File: src/rtl/ram_rw_master.sv
// ram_rw_master: arbitrates IFU/LSU requests onto the single-port ram_rw bus.
// Define RAM_RW_TIMEOUT_EN to abort a bus request after TIMEOUT_CYCLES cycles without ready.
module ram_rw_master #(
  parameter int unsigned TIMEOUT_CYCLES = 255
) (
  input  logic        clk,
  input  logic        rst_n,
  input  logic        ifu_req_valid_i,
  output logic        ifu_req_ready_o,
  input  logic [63:0] ifu_addr_i,
  output logic        ifu_resp_valid_o,
  output logic [31:0] ifu_instr_o,
  output logic        ifu_err_o,
  input  logic        lsu_req_valid_i,
  output logic        lsu_req_ready_o,
  input  logic        lsu_wen_i,
  input  logic [63:0] lsu_addr_i,
  input  logic [2:0]  lsu_size_i,
  input  logic        lsu_signed_i,
  input  logic [63:0] lsu_wdata_i,
  output logic        lsu_resp_valid_o,
  output logic [63:0] lsu_rdata_o,
  output logic        lsu_err_o,
  output logic        ram_rw_cen_o,
  output logic        ram_rw_wen_o,
  output logic [63:0] ram_rw_addr_o,
  output logic [63:0] ram_rw_wdata_o,
  output logic [7:0]  ram_rw_wmask_o,
  output logic [2:0]  ram_rw_size_o,
  input  logic        ram_rw_ready_i,
  input  logic [63:0] ram_rw_data_i
);
  typedef enum logic [1:0] {IDLE, REQ, RESP, TURN} state_t;

  state_t     state;
  logic       own_lsu;
  logic       req_wen;
  logic       req_signed;
  logic [1:0] req_size;
  logic [2:0] req_off;
  logic       lsu_grant;
  logic       ifu_grant;
  logic       lsu_legal;
  logic       ifu_legal;
  logic       tmo;

  function automatic logic [7:0] lane_mask(input logic [1:0] sz, input logic [2:0] o);
    logic [7:0] base;
    case (sz)
      2'd0:    base = 8'h01;
      2'd1:    base = 8'h03;
      2'd2:    base = 8'h0F;
      default: base = 8'hFF;
    endcase
    return base << o;
  endfunction

  function automatic logic [63:0] load_extend(input logic [63:0] d, input logic [2:0] o,
                                              input logic [1:0] sz, input logic sgn);
    logic [63:0] raw;
    raw = d >> {o, 3'b000};
    case (sz)
      2'd0:    return {{56{sgn & raw[7]}},  raw[7:0]};
      2'd1:    return {{48{sgn & raw[15]}}, raw[15:0]};
      2'd2:    return {{32{sgn & raw[31]}}, raw[31:0]};
      default: return raw;
    endcase
  endfunction

  // Grants are combinational and only offered from IDLE; LSU wins ties.
  assign lsu_grant       = rst_n && (state == IDLE) && lsu_req_valid_i;
  assign ifu_grant       = rst_n && (state == IDLE) && ifu_req_valid_i && !lsu_req_valid_i;
  assign lsu_req_ready_o = lsu_grant;
  assign ifu_req_ready_o = ifu_grant;
  assign ifu_legal       = (ifu_addr_i[1:0] == 2'b00);

  always_comb begin
    lsu_legal = 1'b0;
    case (lsu_size_i)
      3'd0:    lsu_legal = 1'b1;
      3'd1:    lsu_legal = ~lsu_addr_i[0];
      3'd2:    lsu_legal = ~|lsu_addr_i[1:0];
      3'd3:    lsu_legal = ~|lsu_addr_i[2:0];
      default: lsu_legal = 1'b0;
    endcase
  end

`ifdef RAM_RW_TIMEOUT_EN
  localparam int CNT_W = $clog2(TIMEOUT_CYCLES + 1);
  logic [CNT_W-1:0] tmo_cnt;

  always_ff @(posedge clk or negedge rst_n) begin
    if (!rst_n)              tmo_cnt <= '0;
    else if (state == REQ)   tmo_cnt <= tmo_cnt + CNT_W'(1);
    else                     tmo_cnt <= '0;
  end

  assign tmo = (state == REQ) && !ram_rw_ready_i && (tmo_cnt == CNT_W'(TIMEOUT_CYCLES - 1));
`else
  assign tmo = 1'b0;
`endif

  always_ff @(posedge clk or negedge rst_n) begin
    if (!rst_n) begin
      state            <= IDLE;
      own_lsu          <= 1'b0;
      req_wen          <= 1'b0;
      req_signed       <= 1'b0;
      req_size         <= 2'd0;
      req_off          <= 3'd0;
      ifu_resp_valid_o <= 1'b0;
      ifu_instr_o      <= '0;
      ifu_err_o        <= 1'b0;
      lsu_resp_valid_o <= 1'b0;
      lsu_rdata_o      <= '0;
      lsu_err_o        <= 1'b0;
      ram_rw_cen_o     <= 1'b0;
      ram_rw_wen_o     <= 1'b0;
      ram_rw_addr_o    <= '0;
      ram_rw_wdata_o   <= '0;
      ram_rw_wmask_o   <= '0;
      ram_rw_size_o    <= '0;
    end else begin
      case (state)
        IDLE: begin
          if (lsu_grant) begin
            own_lsu    <= 1'b1;
            req_wen    <= lsu_wen_i;
            req_signed <= lsu_signed_i;
            req_size   <= lsu_size_i[1:0];
            req_off    <= lsu_addr_i[2:0];
            if (lsu_legal) begin
              state          <= REQ;
              ram_rw_cen_o   <= 1'b1;
              ram_rw_wen_o   <= lsu_wen_i;
              ram_rw_addr_o  <= {lsu_addr_i[63:3], 3'b000};
              ram_rw_wdata_o <= lsu_wen_i ? (lsu_wdata_i << {lsu_addr_i[2:0], 3'b000}) : '0;
              ram_rw_wmask_o <= lsu_wen_i ? lane_mask(lsu_size_i[1:0], lsu_addr_i[2:0]) : '0;
              ram_rw_size_o  <= lsu_size_i;
            end else begin
              state            <= RESP;
              lsu_resp_valid_o <= 1'b1;
              lsu_err_o        <= 1'b1;
              lsu_rdata_o      <= '0;
            end
          end else if (ifu_grant) begin
            own_lsu    <= 1'b0;
            req_wen    <= 1'b0;
            req_signed <= 1'b0;
            req_size   <= 2'd3;
            req_off    <= ifu_addr_i[2:0];
            if (ifu_legal) begin
              state          <= REQ;
              ram_rw_cen_o   <= 1'b1;
              ram_rw_wen_o   <= 1'b0;
              ram_rw_addr_o  <= {ifu_addr_i[63:3], 3'b000};
              ram_rw_wdata_o <= '0;
              ram_rw_wmask_o <= '0;
              ram_rw_size_o  <= 3'd3;
            end else begin
              state            <= RESP;
              ifu_resp_valid_o <= 1'b1;
              ifu_err_o        <= 1'b1;
              ifu_instr_o      <= '0;
            end
          end
        end
        REQ: begin
          if (ram_rw_ready_i || tmo) begin
            state          <= RESP;
            ram_rw_cen_o   <= 1'b0;
            ram_rw_wen_o   <= 1'b0;
            ram_rw_wmask_o <= '0;
            if (own_lsu) begin
              lsu_resp_valid_o <= 1'b1;
              lsu_err_o        <= !ram_rw_ready_i;
              lsu_rdata_o      <= (ram_rw_ready_i && !req_wen) ?
                                  load_extend(ram_rw_data_i, req_off, req_size, req_signed) : '0;
            end else begin
              ifu_resp_valid_o <= 1'b1;
              ifu_err_o        <= !ram_rw_ready_i;
              ifu_instr_o      <= !ram_rw_ready_i ? '0 :
                                  (req_off[2] ? ram_rw_data_i[63:32] : ram_rw_data_i[31:0]);
            end
          end
        end
        RESP: begin
          ifu_resp_valid_o <= 1'b0;
          lsu_resp_valid_o <= 1'b0;
          state            <= TURN;
        end
        // Responder's ready lags cen by a cycle; it is deliberately not sampled here.
        default: state <= IDLE;
      endcase
    end
  end
endmodule

File: config.mk
export PLATFORM = sky130hd
export DESIGN_NAME = ram_rw_master
export DESIGN_NICKNAME = d
export VERILOG_FILES = /design/src/rtl/ram_rw_master.sv
export SDC_FILE = /design/constraint.sdc
export NUM_CORES = 1
export LEC_CHECK = 0
export ABC_AREA = 1
export CAP_MARGIN = 20
export CELL_PAD_IN_SITES_DETAIL_PLACEMENT = 1
export CELL_PAD_IN_SITES_GLOBAL_PLACEMENT = 1
export CORE_MARGIN = 3
export CORE_UTILIZATION = 32
export DETAILED_ROUTE_END_ITERATION = 8
export PLACE_DENSITY = 0.91
export SLEW_MARGIN = 30
export SYNTH_ARGS = -nofsm -noshare
export SYNTH_HDL_FRONTEND = slang
export SYNTH_SLANG_ARGS = --single-unit
File: constraint.sdc
create_clock -name clk -period 2.01 [get_ports clk]
set_input_delay 0.5025 -clock clk [delete_from_list [all_inputs] [get_ports clk]]
set_output_delay 0.5025 -clock clk [all_outputs]
set_load 0.01 [all_outputs]
==> results of run 1 <==
-- routing by layer --
metal / GRT usage, % / share of wire (%)
met5: 0 / 0.11
met4: 14.20 / 5.8
met3: 7.244 / 8.2
met2: 54.61 / 51
met1: 31.86 / 35
-- power groups by stage --
stage | logic, uW | registers (uW) | clock network, uW
6_report | 15300 | 7570 | 5770
3_5_place_dp | 14700 | 7630 | 0
5_1_grt | 16400 | 7730 | 6050
2_1_floorplan | 6310 | 8090 | 0
4_1_cts | 14500 | 7560 | 5840
3_3_place_gp | 14200 | 7550 | 0
-- tightest hold or removal path, cell delays in order --
cell and delay, ps:
buf_8 110, nand3_4 100, buf_6 130, o221ai_1 110
-- area by class of cell --
class | instances | area (um2) | area share [%]
flip-flops and latches | 248 | 6210 | 27.04
multi-input cells | 1560 | 7475 | 32.55
repair buffers | 735 | 7301 | 31.79
inverters | 51 | 201.4 | 0.8772
clock inverters | 15 | 182.7 | 0.7955
clock buffers | 39 | 854.6 | 3.721
well taps | 592 | 740.7 | 3.225
-- registers in the layout (all words and copies together) (netlist names), 2 cells and up --
register,count
req_size,2
ram_rw_wdata_o,64
lsu_rdata_o,64
ifu_instr_o,32
req_off,3
ram_rw_addr_o,61
ram_rw_size_o,3
state,2
ram_rw_wmask_o,8
-- worst paths after layout --
| check | end | slack, ps | depth (start not counted) |
|---|---|---|---|
| worst max-delay path | ifu_req_ready_o | -90 | 5 |
| worst min-delay path | req_off[1] | 440 | 4 |
| worst max register to register | lsu_rdata_o[2] | -70 | 13 |
| worst min register to register | ram_rw_addr_o[18] | 480 | 2 |
| max in group asynchronous | ram_rw_wdata_o[33] | 390 | 4 |
| min in group asynchronous | lsu_rdata_o[12] | 530 | 3 |
-- kinds of logic (layout without fill, tap and decap cells) --
kind of cell	count (synthesis)	in the layout	synth area share, %
fa+ha+maj	5	5	0.4331
other cells	1	3	0.02596
compound gates	412	412	16.87
flops	248	248	42.97
simple gates	1140	1140	33.07
buf+inv	207	840	6.636
-- placed cells by master (no fill, tap or decap), drive strengths merged, types with 38 or more instances in the layout --
cell           instances
dlymetal6s2s          38
dlygate4sd2          191
clkdlybuf4s50        271
nand3                136
buf                  226
or2                   92
dfrtp                248
nand2                795
inv                   49
o21ai                241
nor2                 106
clkbuf                46
o211ai                71
-- metrics by stage --
stage	setup WS [ps]	hold slack, ps	TNS [ps]
2_1_floorplan	84.11	206.9	0
3_3_place_gp	-485.2	461.3	-77010
3_5_place_dp	-561.2	469.3	-97190
4_1_cts	-107.7	419.9	-216.3
5_1_grt	-147.7	448.7	-7390
6_report	-88.59	439.0	-1371
-- repair_timing --
item                                    in CTS  in global routing
hold buffers                                 1                  0
gates cloned                                 5                  8
resized for setup                          234                 90
pin swaps                                    3                  4
endpoints found under the hold margin       26                  0
buffers inserted                             6                  1
endpoints found under the setup margin     414                211
==> results.md, run 1 <==
* Sequential power share at 26.5%
* Initial DRC Count at 1340
* Cell variety after synth at 38
* Reg-to-Reg Start: state[1]
* Hold Crit Class: input pin to flop
* Post-synthesis sequential area ratio at 42.97%
* Slowest stage delay, CP at 390 ps
* Outcome: finished with violations
* Starting Density at 32.52%
* Htree depth at 1
* Count of standard-cell rows at 77
* Synth top cells by count: nand2_1, dfrtp_1, o21ai_0
* Internal power at 16200 uW
* Crit path max-delay cell type: dfrtp_1
* Asr flop ratio synth at 100.0%
* Unrepaired setup endpoints after global routing: yes
* Final core occ at 51.71%
* Die height at 218.5 um
* Die area at 47720 um2
* First-pass GRT wire length at 109.6 mm
* Worst setup margin at -88.59 ps
* Clk_lat worst skew at 580 ps
* Residual DRC count at 0
* Post-synth EDFFs at 0
* Failing checks: negative setup slack
* Cells after synthesis at 2013
* Fin cells at 3240
* Count leader, synth: nand2_1
* Combinational share of power at 53.4%
* Syn. warnings at 0
* Max_cap viols at 0
* RePlAce Congestion at 0.9480
* Setup-failing EPs final at 55
* Ant diodes at 0
* Initial antenna violation count at 6
* Filler Cell Count at 5481
* Pwr/cell area at 1245 nW/um2
* Crit path from: state[1]
* WL final at 75.98 mm
* Pin count of the biggest net entering global routing at 122
* Grt ovf at 0
* Critical path buffers and inverters at 2
* Clk_skew at 7.163 ps
* DP Cell Count at 3165
* DR vias at 17.62k
* Via density per instance at 5.439
* Area delta synth->final at 58.99%
* Core Region at 44410 um2
* Clk slew on worst S/H paths at 60 ps
* Number of buffers created by CTS at 30
* Critical path type: flop to output port
* Part of the cycle the worst path needs at 104.4%
* Fmax at 476.5 MHz
* Top cell type by total area after synthesis: dfrtp_1
* Clock sink total at 248
* Post-synthesis cell area at 14440 um2
* Die Span X at 218.5 um
* Number of global-route vias before repair at 18.82k
* Router iterations before antenna repair at 5
* # port buffers at 505
* Dpl hpwl at 55.04 mm
* Measured slew at the worst slew-check pin at 776.1 ps
* Worst Path Required at 1510 ps
* Switching power at 12400 uW
* Total track usage at 29.73%
* Crit Path Max Fanout at 3
* Placed Area at 21400 um2
* Fraction of layout cells with a size suffix above 1 at 16.92%
* Final instance area at 22960 um2
* CTS tree: yes
* Top_reg_cell synth: dfrtp_1
* Crit-path cells: inv_2 > ha_4 > nand3_2 > nor2_4 > buf_6
* Sw Share at 43.34%
* Leak Pwr at 0.01211 uW
* Number of nets in the layout at 2897
* Top cell type's share of synthesized area at 42.97%
* Tot Pwr at 28600 uW
* Mapped Avg Cell Area at 7.175 um2
* CTS max path bufs at 3
* CP Capture Type: output port
* Clock power share at 20.2%
* Num ports at 509
* Critical path's top delay family: flip-flops
* Min cycle time layout at 2099 ps
* Final max-slew violation count at 0
* Hold Startpoint: rst_n
* Slew headroom at 48.26%
* CTS root buf: clkbuf_16
* Final Hold Fails at 0
* Worst EP arrival at 1600 ps
* Maximum vdd ir drop at 0.0006066 V
* Flops & latches, synth at 248
* Number of routed nets with antenna violations at 0
* Synth top area cells: dfrtp_1, nand2_1, o21ai_0
* CP Launch Type: flop
* DR WL/cell at 23.45 um
(Power assumes the default switching activity.)
==> run 2: changes to the inputs <==
--- a/config.mk
+++ b/config.mk
@@ -13,6 +13,7 @@
 export CORE_UTILIZATION = 32
 export DETAILED_ROUTE_END_ITERATION = 8
 export PLACE_DENSITY = 0.91
+export SKIP_CTS_REPAIR_TIMING = 1
 export SLEW_MARGIN = 30
 export SYNTH_ARGS = -nofsm -noshare
 export SYNTH_HDL_FRONTEND = slang
==> run 2 against run 1 <==
  * The run still ends with negative setup slack left
  * Global-route usage shrank 0.52 points
  * Core utilization rose by 2.2 points
  * Setup slack got worse by 67 ps
  * Via count rose by 2.2%
  * Fmax fell by 3.1%
  * Die area unchanged
  * Combinational power increased by 7%
  * Clock power barely moved
  * Sequential power grew 0.7%
  * Register-to-register slack got worse by 90 ps
  * Critical path type is now flop to flop
  * Critical endpoint is now ifu_instr_o[12]
  * Largest power group unchanged
  * Highest routed layer unchanged
==> results.md, run 2 (synthesis gave the netlist of run 1 again) <==
* Final max-slew violation count at 0 (unchanged)
* Outcome: finished with violations
* CP Launch Type: flop
* Clk_skew at 8.550 ps (+1.387 ps)
* Worst setup margin at -156.1 ps (-67.47 ps)
* Top flop regs: lsu_rdata_o (64), ram_rw_wdata_o (64), ram_rw_addr_o (61)
* Sw Share at 43.21% (-0.13 points)
* Fraction of layout cells with a size suffix above 1 at 17.98% (+1.1 points)
* R2R Path End: ifu_instr_o[12]
* Initial antenna violation count at 8 (+2)
* Final core occ at 53.89% (+2.2 points)
* Filler Cell Count at 5248 (-4.3%)
* Die height at 218.5 um (unchanged)
* Grt ovf at 0 (unchanged)
* Clock power share at 19.4% (-0.8 points)
* Met3 WL at 6.538 mm (+4.6%)
* First-pass GRT wire length at 107.8 mm (-1.6%)
* Part of the cycle the worst path needs at 107.8% (+3.4 points)
* Max layer used: met5
* Clk_lat worst skew at 580 ps (about the same)
* Htree depth at 1 (unchanged)
* Pwr/cell area at 1245 nW/um2 (about the same)
* Starting Density at 32.52% (unchanged)
* Unrepaired setup endpoints after global routing: yes
* Switching power at 12880 uW (+3.9%)
* Number of global-route vias before repair at 18.68k (-0.74%)
* DR WL/cell at 24.62 um (+5.0%)
* Placed Area at 21400 um2 (unchanged)
* Router iterations before antenna repair at 5 (unchanged)
* Number of routed nets with antenna violations at 0 (unchanged)
* Min cycle time layout at 2166 ps (+67.47 ps)
* Sequential power share at 25.6% (-0.9 points)
* WHS Path Cells at 2 (-2)
* Slew headroom at 48.34% (+0.083 points)
* Core Region at 44410 um2 (unchanged)
* Setup TNS at -2806 ps (-1435 ps)
* Most frequent cells in the layout: nand2_1, clkdlybuf4s50_1, dfrtp_1, dlymetal6s2s_1, o21ai_0
* Met2 wire length at 40.36 mm (+4.9%)
* Failing checks: negative setup slack
* Total track usage at 29.21% (-0.52 points)
* Hold Crit Class: flop to flop
* FF-to-FF path depth at 11 (-2)
* Crit Path Max Fanout at 8 (+5)
* Most common library cell in the layout ignoring fill and taps: nand2_1
* Critical path type: flop to flop
* WHS at 476.5 ps (+37.45 ps)
* # port buffers at 505 (unchanged)
* Number of buffers created by CTS at 30 (unchanged)
* RePlAce Congestion at 0.9480 (unchanged)
* Initial DRC Count at 1404 (+4.8%)
* Internal power at 16920 uW (+4.4%)
* Clock sink total at 248 (unchanged)
* Via density per instance at 5.529 (+1.7%)
* CTS tree: yes
* Leak Pwr at 0.01454 uW (+20%)
* FF/Latch Area at 6210 um2 (unchanged)
* Combinational share of power at 55.0% (+1.6 points)
* Die area at 47720 um2 (unchanged)
* Measured slew at the worst slew-check pin at 774.9 ps (-1.246 ps)
* Fmax at 461.7 MHz (-3.1%)
* Reg-to-Reg Start: state[1]
* Multi-input combinational cell area at 7622 um2 (+2.0%)
* Final Hold Fails at 0 (unchanged)
* Max_cap viols at 0 (unchanged)
* Number of nets in the layout at 2907 (+0.35%)
* Final instance area at 23940 um2 (+4.2%)
* Worst Path Required at 2480 ps (+970 ps)
* Area delta synth->final at 65.71%
* Count of standard-cell rows at 77 (unchanged)
* Dpl hpwl at 55.04 mm (unchanged)
* Hold Startpoint: ram_rw_addr_o[18]
* Maximum vdd ir drop at 0.0006263 V (+3.3%)
* Pin count of the biggest net entering global routing at 122 (unchanged)
* Residual DRC count at 0 (unchanged)
* Clk slew on worst S/H paths at 60 ps (about the same)
* CTS root buf: clkbuf_16
* Met1 Routed Length at 27.96 mm (+4.4%)
* WL final at 80.15 mm (+5.5%)
* Die Span X at 218.5 um (unchanged)
* CTS max path bufs at 3 (unchanged)
* Worst EP arrival at 2630 ps (+1030 ps)
* DR vias at 18.00k (+2.2%)
* Endpoint, Worst Hold: ram_rw_addr_o[18]
* CP Capture Type: flop
* Setup-failing EPs final at 52 (-5.5%)
* Num ports at 509 (unchanged)
* R2R Setup Slk at -160 ps (-90 ps)
-- run 2: changes by cell type in the layout (fill, tap and decap cells not counted), sizes merged --
cell          change
dlygate4sd2     -191
dlymetal6s2s    +191
clkbuf            +6
diode             +6
buf               +5
bufbuf            -1
-- run 2: critical path, cell delays in order (launching register included) --
cell and delay, ps:
dfrtp_1 400, inv_2 90, ha_4 180, nand3_4 90
nor2_4 160, buf_4 130, buf_4 110, nor2_1 50
nor2_2 180, nand2_4 180, clkbuf_16 240, o31ai_2 240
-- run 2: worst max path at each step --
stage,startpoint,endpoint,slack [ps],depth (start not counted)
after global placement,lsu_req_valid_i,lsu_req_ready_o,-490,4
after CTS,state[0],lsu_req_ready_o,-800,5
after global routing,state[1],ifu_instr_o[12],-220,11
final,state[1],ifu_instr_o[12],-160,11
after floorplan,state[0],ifu_instr_o[0],80,12
after detailed placement,lsu_size_i[0],ram_rw_addr_o[63],-560,11
-- run 2: per-stage QoR --
| stage | instances | total power (uW) | setup slack (ps) |
|---|---|---|---|
| after CTS | 3219 | 28300 | -802.9 |
| after floorplan | 2015 | 14400 | 84.11 |
| after global routing | 3251 | 31330 | -218.0 |
| after detailed placement | 3165 | 22360 | -561.2 |
| final | 3256 | 29800 | -156.1 |
| after global placement | 3165 | 21780 | -485.2 |
-- run 2: cell type report --
type                            instances  share of cell area [%]
Clock buffer                           39                   3.570
Multi-Input combinational cell       1560                   31.85
Antenna cell                            6                 0.06273
Timing Repair Buffer                  745                   33.88
Tap cell                              592                   3.095
Sequential cell                       248                   25.94
Inverter                               51                  0.8416
Clock inverter                         15                  0.7632
-- run 2: power groups by stage --
stage	clock network (uW)	registers, uW	logic, uW
after CTS	5840	7610	14800
after detailed placement	0	7630	14700
after global routing	6050	7780	17500
final	5780	7620	16400
after global placement	0	7550	14200
after floorplan	0	8090	6310
-- run 2: layer usage --
metal / vias to the layer above / GRT usage [%]
met5: - / 0
met1: 8942 / 31.39
met2: 892 / 53.75
met4: 14 / 13.39
met3: 289 / 7.202
li1: 7867 / -
==> run 3: changes to the inputs <==
--- a/config.mk
+++ b/config.mk
@@ -12,6 +12,7 @@
 export CORE_MARGIN = 3
 export CORE_UTILIZATION = 32
 export DETAILED_ROUTE_END_ITERATION = 8
+export GPL_TIMING_DRIVEN = 0
 export PLACE_DENSITY = 0.91
 export SKIP_CTS_REPAIR_TIMING = 1
 export SLEW_MARGIN = 30
==> run 3 against run 2 <==
  * The flow still finishes with violations (negative setup slack)
  * Total power down 4.9%
  * Die area unchanged
  * Sequential power about the same
  * Critical endpoint is now lsu_req_ready_o
  * Highest routed layer is now met4
==> results.md, run 3 (synthesis gave the netlist of run 1 again) <==
* Outcome: finished with violations
* Failing checks: negative setup slack
* Core Region at 44410 um2 (unchanged)
* FF-to-FF path depth at 10 (-1)
* Starting Density at 32.52% (unchanged)
* Worst setup margin at -430.9 ps (-274.9 ps)
* Final Hold Fails at 0 (unchanged)
* Htree depth at 1 (unchanged)
* Worst Path Required at 1510 ps (-970 ps)
* Die height at 218.5 um (unchanged)
* Num ports at 509 (unchanged)
* CTS tree: yes
* Clk_lat worst skew at 590 ps (about the same)
* Tot Pwr at 28330 uW (-4.9%)
* Crit-path cells: inv_2 > ha_4 > buf_6 > nand3_4 > clkinvlp_4 > buf_8 > buf_6
* Fmax at 409.7 MHz (-11%)
* Setup TNS at -51670 ps (-48860 ps)
* Max_cap viols at 0 (unchanged)
* R2R Setup Slk at -350 ps (-190 ps)
* Final max-slew violation count at 0 (unchanged)
* CTS root buf: clkbuf_16
* Filler Cell Count at 5409 (+3.1%)
* Number of buffers created by CTS at 29 (-3.3%)
* Via density per instance at 5.441 (-1.6%)
* Fraction of layout cells with a size suffix above 1 at 12.93% (-5.1 points)
* Die Span X at 218.5 um (unchanged)
* Measured slew at the worst slew-check pin at 832.9 ps (+58.02 ps)
* FF/Latch Area at 6208 um2 (about the same)
* Pin count of the biggest net entering global routing at 86 (-30%)
* Residual DRC count at 0 (unchanged)
* CP Launch Type: flop
* Multi-input combinational cell area at 7420 um2 (-2.7%)
* CP most frequent cell: buf_6
* Leak Pwr at 0.01020 uW (-30%)
* Part of the cycle the worst path needs at 121.4% (+14 points)
* Initial DRC Count at 1505 (+7.2%)
* Number of nets in the layout at 2862 (-1.5%)
* DR vias at 17.45k (-3.1%)
* First-pass GRT wire length at 117.8 mm (+9.3%)
* CTS max path bufs at 3 (unchanged)
* Crit path max-delay cell type: dfrtp_2
* Critical path type: flop to output port
* Hold Crit Class: input pin to asynchronous set/reset pin
* WL final at 82.34 mm (+2.7%)
* Initial antenna violation count at 1 (-7)
* Router iterations before antenna repair at 6 (+1)
* Die area at 47720 um2 (unchanged)
* Total track usage at 32.70% (+3.5 points)
* Area delta synth->final at 52.87%
* Top flop regs: lsu_rdata_o (64), ram_rw_wdata_o (64), ram_rw_addr_o (61)
* Number of global-route vias before repair at 18.76k (+0.44%)
* DR WL/cell at 25.67 um (+4.3%)
* CP Capture Type: output port
* Crit Path Max Fanout at 7 (-1)
* Setup-failing EPs final at 320 (+520%)
* Clk_skew at 27.37 ps (+18.82 ps)
* Min cycle time layout at 2441 ps (+274.9 ps)
* # port buffers at 504 (-0.20%)
* Pwr/cell area at 1283 nW/um2 (+3.1%)
* Number of routed nets with antenna violations at 0 (unchanged)
* Worst EP arrival at 1940 ps (-690 ps)
* Unrepaired setup endpoints after global routing: yes
* RePlAce Congestion at 0.9852 (+3.9%)
* Slowest stage delay, CP at 430 ps (+30 ps)
* Maximum vdd ir drop at 0.0006686 V (+6.8%)
* Grt ovf at 0 (unchanged)
* Final core occ at 49.71% (-4.2 points)
* Most frequent cells in the layout: nand2_1, clkdlybuf4s50_1, dfrtp_1, o21ai_0, nand3_1
* Dpl hpwl at 64.60 mm (+17%)
* Clock sink total at 248 (unchanged)
* Count of standard-cell rows at 77 (unchanged)
* Clk slew on worst S/H paths at 60 ps (about the same)
* Reg-to-Reg Start: state[0]
* Slew headroom at 44.29% (-4.1 points)
* Most common library cell in the layout ignoring fill and taps: nand2_1
* WHS at 7.103 ps (-469.4 ps)
* R2R Path End: ram_rw_wdata_o[60]
## run 3: final cells by class
cell class                 instances  area share, %
buffer                           156          4.358
timing repair buffer             545          25.29
multi-input combinational       1560          33.60
clock buffer                      42          3.825
tap                              592          3.355
inverter                          51         0.9067
sequential                       248          28.12
antenna                            1        0.01133
clock inverter                    12         0.5327
## run 3: stage by stage
stage,instance area [um2],setup WS (ps),instances
floorplan,14450,84.11,2015
global placement,20240,-11330,3111
detailed placement,20320,-1909,3114
CTS,21290,-1923,3168
global route,22080,-501.7,3207
finish,22080,-430.9,3207
## run 3: report_power, final
group / switching, uW / total, uW / internal (uW) / leakage, uW
clock: 2340 / 5410 / 3070 / 0.000475
combinational: 9170 / 15300 / 6150 / 0.00642
sequential: 1050 / 7600 / 6550 / 0.00331
## run 3: worst max-delay path by stage
stage | from | to | slack (ps) | depth (start not counted)
after floorplan | state[0] | ifu_instr_o[0] | 80 | 12
after global placement | rst_n | lsu_req_ready_o | -11330 | 5
after detailed placement | rst_n | lsu_req_ready_o | -1910 | 7
after CTS | rst_n | lsu_req_ready_o | -1920 | 7
after global routing | state[0] | lsu_req_ready_o | -500 | 7
final | state[0] | lsu_req_ready_o | -430 | 7
## run 3: worst max-delay path, delay by kind of cell, from the launching register on
kind | cells | cell delay, ps
buf+inv | 5 | 620
simple gates | 1 | 150
fa+ha+maj | 1 | 130
flops | 1 | 430
## run 3: per-layer routing
metal	vias to the layer above	share of wire, %	GRT usage [%]
li1	7768	-	-
met1	8612	38	37.90
met5	-	0	0
met2	856	50	58.38
met4	0	5.0	15.00
met3	214	7.4	6.076
